File: src/rtl/insn_buffer_nway.sv
// insn_buffer_nway: N-wide circular instruction FIFO between fetch and dispatch.
//
// Fetch offers up to WIDTH packets per cycle. Lanes are accepted in order,
// starting at lane 0, up to the free space left by the registered count.
// Dispatch sees the WIDTH oldest entries and retires a variable number of
// them each cycle. squash_in flushes the whole buffer in one cycle.
//
// Ports:
//   clock, reset      clock; synchronous active-high reset (highest priority)
//   squash_in         synchronous flush (branch mispredict / exception)
//   enq_valid/enq_pkt per-lane packets from fetch; lane 0 is the oldest
//   enq_accept        per-lane accept mask (combinational, from registered count)
//   deq_valid/deq_pkt oldest WIDTH entries, starting at head
//   deq_count         packets consumed by dispatch this cycle
//   count/free_slots  occupancy and DEPTH - occupancy (registered)
//   ib_empty/ib_full/almost_full  registered status flags

// Protocol checker: dispatch must never consume more than is held.
module insn_buffer_nway_chk #(
  parameter int NW = 5,
  parameter int CW = 2
) (
  input logic          clock,
  input logic          reset,
  input logic          squash_in,
  input logic [CW-1:0] deq_count,
  input logic [NW-1:0] count
);
  logic [NW-1:0] deq_ext_s;

  assign deq_ext_s = {{(NW-CW){1'b0}}, deq_count};

  a_deq_not_over_count: assert property (
    @(posedge clock) disable iff (reset || squash_in) deq_ext_s <= count
  );
endmodule

module insn_buffer_nway #(
  parameter int DEPTH = 16,
  parameter int WIDTH = 2,
  parameter int PKT_W = 96
) (
  input  logic                       clock,
  input  logic                       reset,
  input  logic                       squash_in,
  input  logic [WIDTH-1:0]           enq_valid,
  input  logic [WIDTH*PKT_W-1:0]     enq_pkt,
  output logic [WIDTH-1:0]           enq_accept,
  output logic [WIDTH-1:0]           deq_valid,
  output logic [WIDTH*PKT_W-1:0]     deq_pkt,
  input  logic [$clog2(WIDTH):0]     deq_count,
  output logic [$clog2(DEPTH):0]     count,
  output logic [$clog2(DEPTH):0]     free_slots,
  output logic                       ib_empty,
  output logic                       ib_full,
  output logic                       almost_full
);
  localparam int AW = $clog2(DEPTH);
  localparam int NW = AW + 1;
  localparam int CW = $clog2(WIDTH) + 1;
  localparam logic [NW-1:0] DEPTH_N = NW'(DEPTH);
  localparam logic [NW-1:0] WIDTH_N = NW'(WIDTH);

  logic [PKT_W-1:0] mem_r [DEPTH];
  logic [AW-1:0]    head_r;
  logic [AW-1:0]    tail_r;

  logic             flush_s;
  logic [NW-1:0]    n_lead_s;
  logic [NW-1:0]    free_now_s;
  logic [NW-1:0]    n_acc_s;
  logic [NW-1:0]    deq_ext_s;
  logic [NW-1:0]    n_deq_s;
  logic [NW-1:0]    count_next_s;
  logic [NW-1:0]    free_next_s;

  assign flush_s    = reset | squash_in;
  assign free_now_s = DEPTH_N - count;
  assign deq_ext_s  = {{(NW-CW){1'b0}}, deq_count};

  // Leading run of valid lanes; a valid lane after a gap is not counted.
  always_comb begin
    logic run_v;
    n_lead_s = '0;
    run_v    = 1'b1;
    for (int i = 0; i < WIDTH; i++) begin
      if (run_v && enq_valid[i]) begin
        n_lead_s = n_lead_s + NW'(1);
      end else begin
        run_v = 1'b0;
      end
    end
  end

  // Accepted lane count: limited by space from the registered count only,
  // so deq_count has no path into enq_accept.
  always_comb begin
    if (flush_s) begin
      n_acc_s = '0;
    end else if (n_lead_s < free_now_s) begin
      n_acc_s = n_lead_s;
    end else begin
      n_acc_s = free_now_s;
    end
  end

  // Per-lane accept mask: the first n_acc lanes.
  always_comb begin
    enq_accept = '0;
    for (int i = 0; i < WIDTH; i++) begin
      enq_accept[i] = (NW'(i) < n_acc_s);
    end
  end

  // Retired count: dispatch request clamped to occupancy and lane count.
  always_comb begin
    n_deq_s = deq_ext_s;
    if (count < n_deq_s) begin
      n_deq_s = count;
    end else begin
      n_deq_s = n_deq_s;
    end
    if (WIDTH_N < n_deq_s) begin
      n_deq_s = WIDTH_N;
    end else begin
      n_deq_s = n_deq_s;
    end
  end

  assign count_next_s = count + n_acc_s - n_deq_s;
  assign free_next_s  = DEPTH_N - count_next_s;

  // Dispatch view: WIDTH entries starting at head, wrapping modulo DEPTH.
  always_comb begin
    deq_pkt = '0;
    for (int i = 0; i < WIDTH; i++) begin
      deq_pkt[i*PKT_W +: PKT_W] = mem_r[head_r + AW'(i)];
    end
  end

  // Packet storage: accepted lane i lands at tail + i; no reset needed.
  always_ff @(posedge clock) begin
    for (int i = 0; i < WIDTH; i++) begin
      if (!flush_s && (NW'(i) < n_acc_s)) begin
        mem_r[tail_r + AW'(i)] <= enq_pkt[i*PKT_W +: PKT_W];
      end
    end
  end

  // Pointers, occupancy and registered status flags.
  always_ff @(posedge clock) begin
    if (flush_s) begin
      head_r      <= '0;
      tail_r      <= '0;
      count       <= '0;
      free_slots  <= DEPTH_N;
      ib_empty    <= 1'b1;
      ib_full     <= 1'b0;
      almost_full <= 1'b0;
      deq_valid   <= '0;
    end else begin
      // n_acc and n_deq never exceed WIDTH < DEPTH, so the low bits suffice.
      head_r      <= head_r + n_deq_s[AW-1:0];
      tail_r      <= tail_r + n_acc_s[AW-1:0];
      count       <= count_next_s;
      free_slots  <= free_next_s;
      ib_empty    <= (count_next_s == '0);
      ib_full     <= (count_next_s == DEPTH_N);
      almost_full <= (free_next_s < WIDTH_N);
      for (int i = 0; i < WIDTH; i++) begin
        deq_valid[i] <= (count_next_s > NW'(i));
      end
    end
  end

  insn_buffer_nway_chk #(
    .NW(NW),
    .CW(CW)
  ) u_chk (
    .clock     (clock),
    .reset     (reset),
    .squash_in (squash_in),
    .deq_count (deq_count),
    .count     (count)
  );
endmodule

File: config.mk
export PLATFORM = sky130hd
export DESIGN_NAME = insn_buffer_nway
export DESIGN_NICKNAME = d
export VERILOG_FILES = /design/src/rtl/insn_buffer_nway.sv
export SDC_FILE = /design/constraint.sdc
export NUM_CORES = 2
export LEC_CHECK = 0
export CORE_MARGIN = 4
export CORE_UTILIZATION = 50
export DETAILED_ROUTE_END_ITERATION = 16
export DONT_BUFFER_PORTS = 1
export GPL_TIMING_DRIVEN = 0
export SLEW_MARGIN = 20
export SYNTH_ARGS = -nofsm -noshare
export SYNTH_HDL_FRONTEND = slang
export SYNTH_SLANG_ARGS = --single-unit
File: constraint.sdc
create_clock -name clock -period 23.5 [get_ports clock]
set_clock_uncertainty 0.15 [all_clocks]
set_input_delay 3.525 -clock clock [delete_from_list [all_inputs] [get_ports clock]]
set_output_delay 3.525 -clock clock [all_outputs]
set_load 0.01 [all_outputs]
# After elaboration in Yosys (flattened, before gate mapping)
# Memory sizes are Yosys's and may differ from the RTL's. A register that Yosys moved wholly into a read port is not among the register bits.
# Index checks and enable logic that the tools add are counted.
[totals]
ff_bits = 23
latchBits = 0
ram_bits = 1536
mem_bits_ro = 0
in_bits = 199
out_inout_bits = 209
wordCells = 45
memories = 1
[op_classes]
addsub = 9
n_mul = 0
div = 0
n_lt_le_gt_ge = 8
eq_ne = 1
shifts = 0
n_mux = 12
bitwise_logic = 1
reduce_logical = 5
[mem_list]
columns = ["memory", "depth", "width", "read_ports", "rd_ports_with_merged_regs", "write_ports", "line", "text"]
rows = [
  ["mem_r", 16, 96, 2, 1, 2, "64", "logic [PKT_W-1:0] mem_r [DEPTH];"],
]
[op_table]
columns = ["cell", "n"]
rows = [
  ["$mux 5", 4],
  ["$gt 5x1->1 const B", 2],
  ["$lt 1x5->1 const A", 2],
  ["$sub 5x5->5 const A", 2],
  ["$add 4x1->4 const B", 2],
  ["$add 4x4->4", 2],
  ["$mux 1", 6],
  ["$add 5x5->5", 1],
  ["$eq 5x5->1 const B", 1],
  ["$logic_not 5->1", 1],
  ["$lt 2x5->1 const A", 1],
  ["$lt 5x2->1", 1],
  ["$lt 5x2->1 const B", 1],
  ["$lt 5x5->1", 1],
  ["$sub 5x5->5", 1],
  ["$mux 4", 1],
  ["$logic_and 1x1->1", 3],
  ["$add 1x1->2 const B", 1],
  ["$mux 2", 1],
  ["$logic_not 1->1", 1],
  ["$or 1x1->1", 1],
]

# Logic depth before layout (Yosys ltp)
[depth]
word_depth = 10
ltp_mapped = 20

# Least setup slack after synthesis
# No wires, ideal clock.
[synth_path]
kind = "in2reg"
start = "input enq_valid[0]"
end = "memory mem_r[1][0], enable pin"
setup_time_ns = 1.063
arrival_time_ns = 19.615
t_required_ns = 22.287
path_slack_ns = 2.672
cell_stages = 6
path_buffers = 0
path_cell_list = "and2_1 ha_1 a21o_1 a211oi_1 o21ai_1 a2111oi_0"
[synth_lines]
columns = ["element", "line", "text"]
rows = [
  ["from (decl)", "46", "input logic [WIDTH-1:0] enq_valid,"],
  ["to (decl)", "64", ""],
]

# Worst setup path after layout
[layout_path]
start = "input enq_valid[0]"
end = "output enq_accept[1]"
[layout_between]
elab_chain_cells = 7
[layout_lines]
columns = ["element", "line", "text"]
rows = [
  ["$mux 1", "87", "if (run_v && enq_valid[i]) begin"],
  ["$add 1x1->2 / $logic_and 1x1->1 (equally long branches)", "88, 87", ""],
  ["$mux 2 (*)", "87", ""],
  ["$lt 5x5->1", "100", "end else if (n_lead_s < free_now_s) begin"],
  ["$mux 5 (*)", "100", ""],
  ["$mux 5 (*)", "98", "if (flush_s) begin"],
  ["$lt 1x5->1 (*)", "111", "enq_accept[i] = (NW'(i) < n_acc_s);"],
  ["to (decl)", "48", "output logic [WIDTH-1:0] enq_accept,"],
]
# Every way passes the cells marked *; elsewhere a longest branch is shown, timed or not.

==> run summary <==
STATUS
-------------------------------------------------------------------------------
Result of the run                                                  finished clean

PLACE
-------------------------------------------------------------------------------
Estimated wirelength of the detail-placed design                     224,000 um
Worst Setup Slack post-DPL                                             14.09 ns
Placed Cells                                                              7,377
Number of port buffers                                                        0
Final Wtd Congestion                                                      0.818

DIE
-------------------------------------------------------------------------------
Initial standard-cell utilization of the core                             50.2%
Die width                                                                431 um
Area of the core region                                            178,000 sq um
I/O pins                                                                    408
Number of standard-cell rows in the floorplan                               155
Die area                                                           186,000 sq um
Height of the chip                                                       431 um

LOGIC SYNTHESIS
-------------------------------------------------------------------------------
Most used DFF post-synth                                               edfxtp_1
Number of synthesized register bits                                       1,558
Share of synthesized registers carrying an async set or reset                0%
Post-Synthesis Cell Area                                           89,500 sq um
Mean cell area of the mapped netlist                                 18.6 sq um
Number of flops mapped to enable cells by yosys                           1,536
Number of standard cells after synthesis                                  4,825
Netlist cell types                                                           50
Total number of yosys warnings                                                0
Sequential-to-total area share from yosys stat                            52.0%

CTS
-------------------------------------------------------------------------------
Clock insertion delay at the later pin of the skew report               0.83 ns
Number of buffers inserted by post-CTS setup repair                           0
Clock tree from TritonCTS                                                 built
Clk pin slew, worst setup/hold paths                                    0.06 ns
Total number of H-tree levels                                                 4
Count of cells resized by post-cts repair                                     0
Maximum number of buffers from clock root to sink                             3
Number of buffers inserted during clock tree synthesis                      180
Number of buffers added to fix hold violations after cts                      0
Cell at the root of the clock tree                                    clkbuf_16
Number of sinks handled by clock tree synthesis                           1,558

ROUTING
-------------------------------------------------------------------------------
Average wire per cell in the routed design                              42.2 um
Routed vias                                                              54,200
Post-route DRC                                                                0
Via density per instance                                                   7.03
Aggregate routed wire length                                         325,000 um
Iter 0 DRT Violations                                                     6,854
Router iterations before antenna repair                                       5
Count of nets left with antenna violations after detail routing               0

CRITICAL PATH
-------------------------------------------------------------------------------
Arr. time, crit path                                                    5.74 ns
Cells traversed along the worst timing path                        and2_1 > ha_1 > a21o_1 > a21oi_4 > nor2_1 > clkbuf_1 > inv_1
Critical Path RT                                                       19.83 ns
Crit path capture type                                             primary output
Largest incremental delay on the critical path                          0.73 ns
Highest-delay cell along the critical path                             clkbuf_1
Critical path start-end classification                             input pin to primary output
Kind of start point of the critical path                              input pin
Crit-path max FO                                                             10

GLOBAL ROUTING
-------------------------------------------------------------------------------
Via count of the first global-routing pass                               55,000
Maximum number of pins on one net before global-route repair                 17
Initial antenna violation count                                               9
Gr ovfl total                                                                 0
Wire length of the first global-routing pass                         447,000 um
GRT Total Usage                                                           34.9%

STA
-------------------------------------------------------------------------------
Worst hold slack across all endpoints                                  0.433 ns
Post-route fraction of the period consumed by the critical path           40.0%
Final setup violation count                                                   0
Max-slew violation count                                                      0
Number of endpoints with negative hold slack in the final report              0
Minimum clock period after layout                                       9.41 ns
Least-Margin Pin Slew                                                   1.26 ns
Fin worst setup slack                                                  14.09 ns
Relative slew slack                                                       16.3%
Accumulated negative setup slack                                           0 ns
Timing-limited maximum frequency                                        106 MHz
RSZ-0062 raised after global routing                                         no

POWER
-------------------------------------------------------------------------------
Maximum ir drop on the vdd rail                                       0.0808 mV
Final total power                                                       7620 uW
Static leakage power                                                  0.0317 uW
Power per Cell Area                                                75.2 nW/um^2

FINISH
-------------------------------------------------------------------------------
Number of nets at the end of the flow                                     5,428
Fin cells                                                                 7,709
Synthesis-to-finish area growth                                           13.2%
Layout cell share with drive strength beyond 1                            54.2%
Most used cells in the layout excluding fill and tap cells         1,536 x edfxtp_1, 1,192 x mux2_2, 960 x mux4_2, 344 x mux2_1, 335 x clkbuf_1
Most common cell after layout, fill and taps aside                     edfxtp_1

MIN PATH
-------------------------------------------------------------------------------
Worst hold path type                                               flop to flop

RUN
-------------------------------------------------------------------------------
Max_cap viols                                                                 0

## sequential cells by signal, summed over array words and instances, names as in the netlist
name	count
almost_full	1
count	5
deq_valid	2
free_slots	4
head_r	4
ib_empty	1
ib_full	1
mem_r	1536
tail_r	4
## worst max-delay path, delay by kind of cell
family | cells | cell delay [ns]
simple gates | 2 | 0.37
compound gates | 2 | 0.51
buf+inv | 2 | 1.04
fa+ha+maj | 1 | 0.30
## worst paths after layout
kind	cells past startpoint	start	end	slack [ns]
max	7	enq_valid[0]	enq_accept[1]	14.09
min	2	tail_r[0]$_SDFF_PP0_	tail_r[0]$_SDFF_PP0_	0.43
max reg2reg	18	count[0]$_SDFF_PP0_	ib_empty$_SDFF_PP1_	17.74
min reg2reg	2	tail_r[0]$_SDFF_PP0_	tail_r[0]$_SDFF_PP0_	0.43
## layer usage
layer / global-route usage, % / wire [um] / part of all wire, % / vias to the layer above
li1: - / - / - / 21100
met1: 44.4 / 118000 / 36 / 29100
met2: 56.7 / 158000 / 48 / 3259
met3: 8.38 / 31600 / 9.7 / 718
met4: 16.6 / 18100 / 5.6 / 0
met5: 0 / 0 / 0 / -
## where the power goes
group	total, uW	internal (uW)	switching, uW
sequential	3110	3090	23.1
clock	2710	1540	1170
combinational	1790	793	1000
total	7620	5430	2190
## through the flow
step | utilization [%] | area (sq um)
floorplan | - | 89500
global placement | 51.9 | 92500
detailed placement | 53.7 | 95800
CTS | 56.8 | 101000
global route | 56.8 | 101000
finish | 56.8 | 101000
## synth_stat cells, drive strengths merged, types with 2 or more instances
master,count,share of area [%]
a21o,11,0.092
a21oi,14,0.12
conb,2,0.0084
mux4,960,24
fa,6,0.13
o211ai,7,0.11
nand2b,4,0.028
mux2,1536,19
ha,19,0.27
a31oi,2,0.014
o21ai,4,0.022
dfxtp,22,0.49
o21bai,4,0.034
nand3,4,0.022
buf,241,1.5
xor2,7,0.068
nand2,18,0.075
nor2b,6,0.042
clkbuf,340,1.4
nand4,2,0.031
edfxtp,1536,52
a211oi,8,0.095
inv,21,0.088
xnor2,6,0.059
or2,2,0.017
and2,8,0.056
o31ai,2,0.017
nor2,23,0.096
## cell families after synthesis
family	after synthesis	share of synthesized area, %
buffers and inverters	602	2.97
flip-flops	1558	52.0
other	2	0.00839
XOR/XNOR	13	0.127
adder cells (fa/ha/maj)	25	0.400
multiplexers	2496	43.5
AO/OA/AOI/OAI	58	0.597
AND/OR/NAND/NOR	71	0.403
## area by class of cell
| cell class | count | area [sq um] |
|---|---|---|
| antenna | 10 | 25.0 |
| buffer | 581 | 2720 |
| clock buffer | 232 | 4890 |
| clock inverter | 90 | 616 |
| fill | 13800 | 76900 |
| inverter | 21 | 78.8 |
| multi-input combinational | 2669 | 40500 |
| sequential | 1558 | 46600 |
| tap | 2355 | 2950 |
| timing repair buffer | 193 | 2930 |
(Power assumes the default switching activity.)
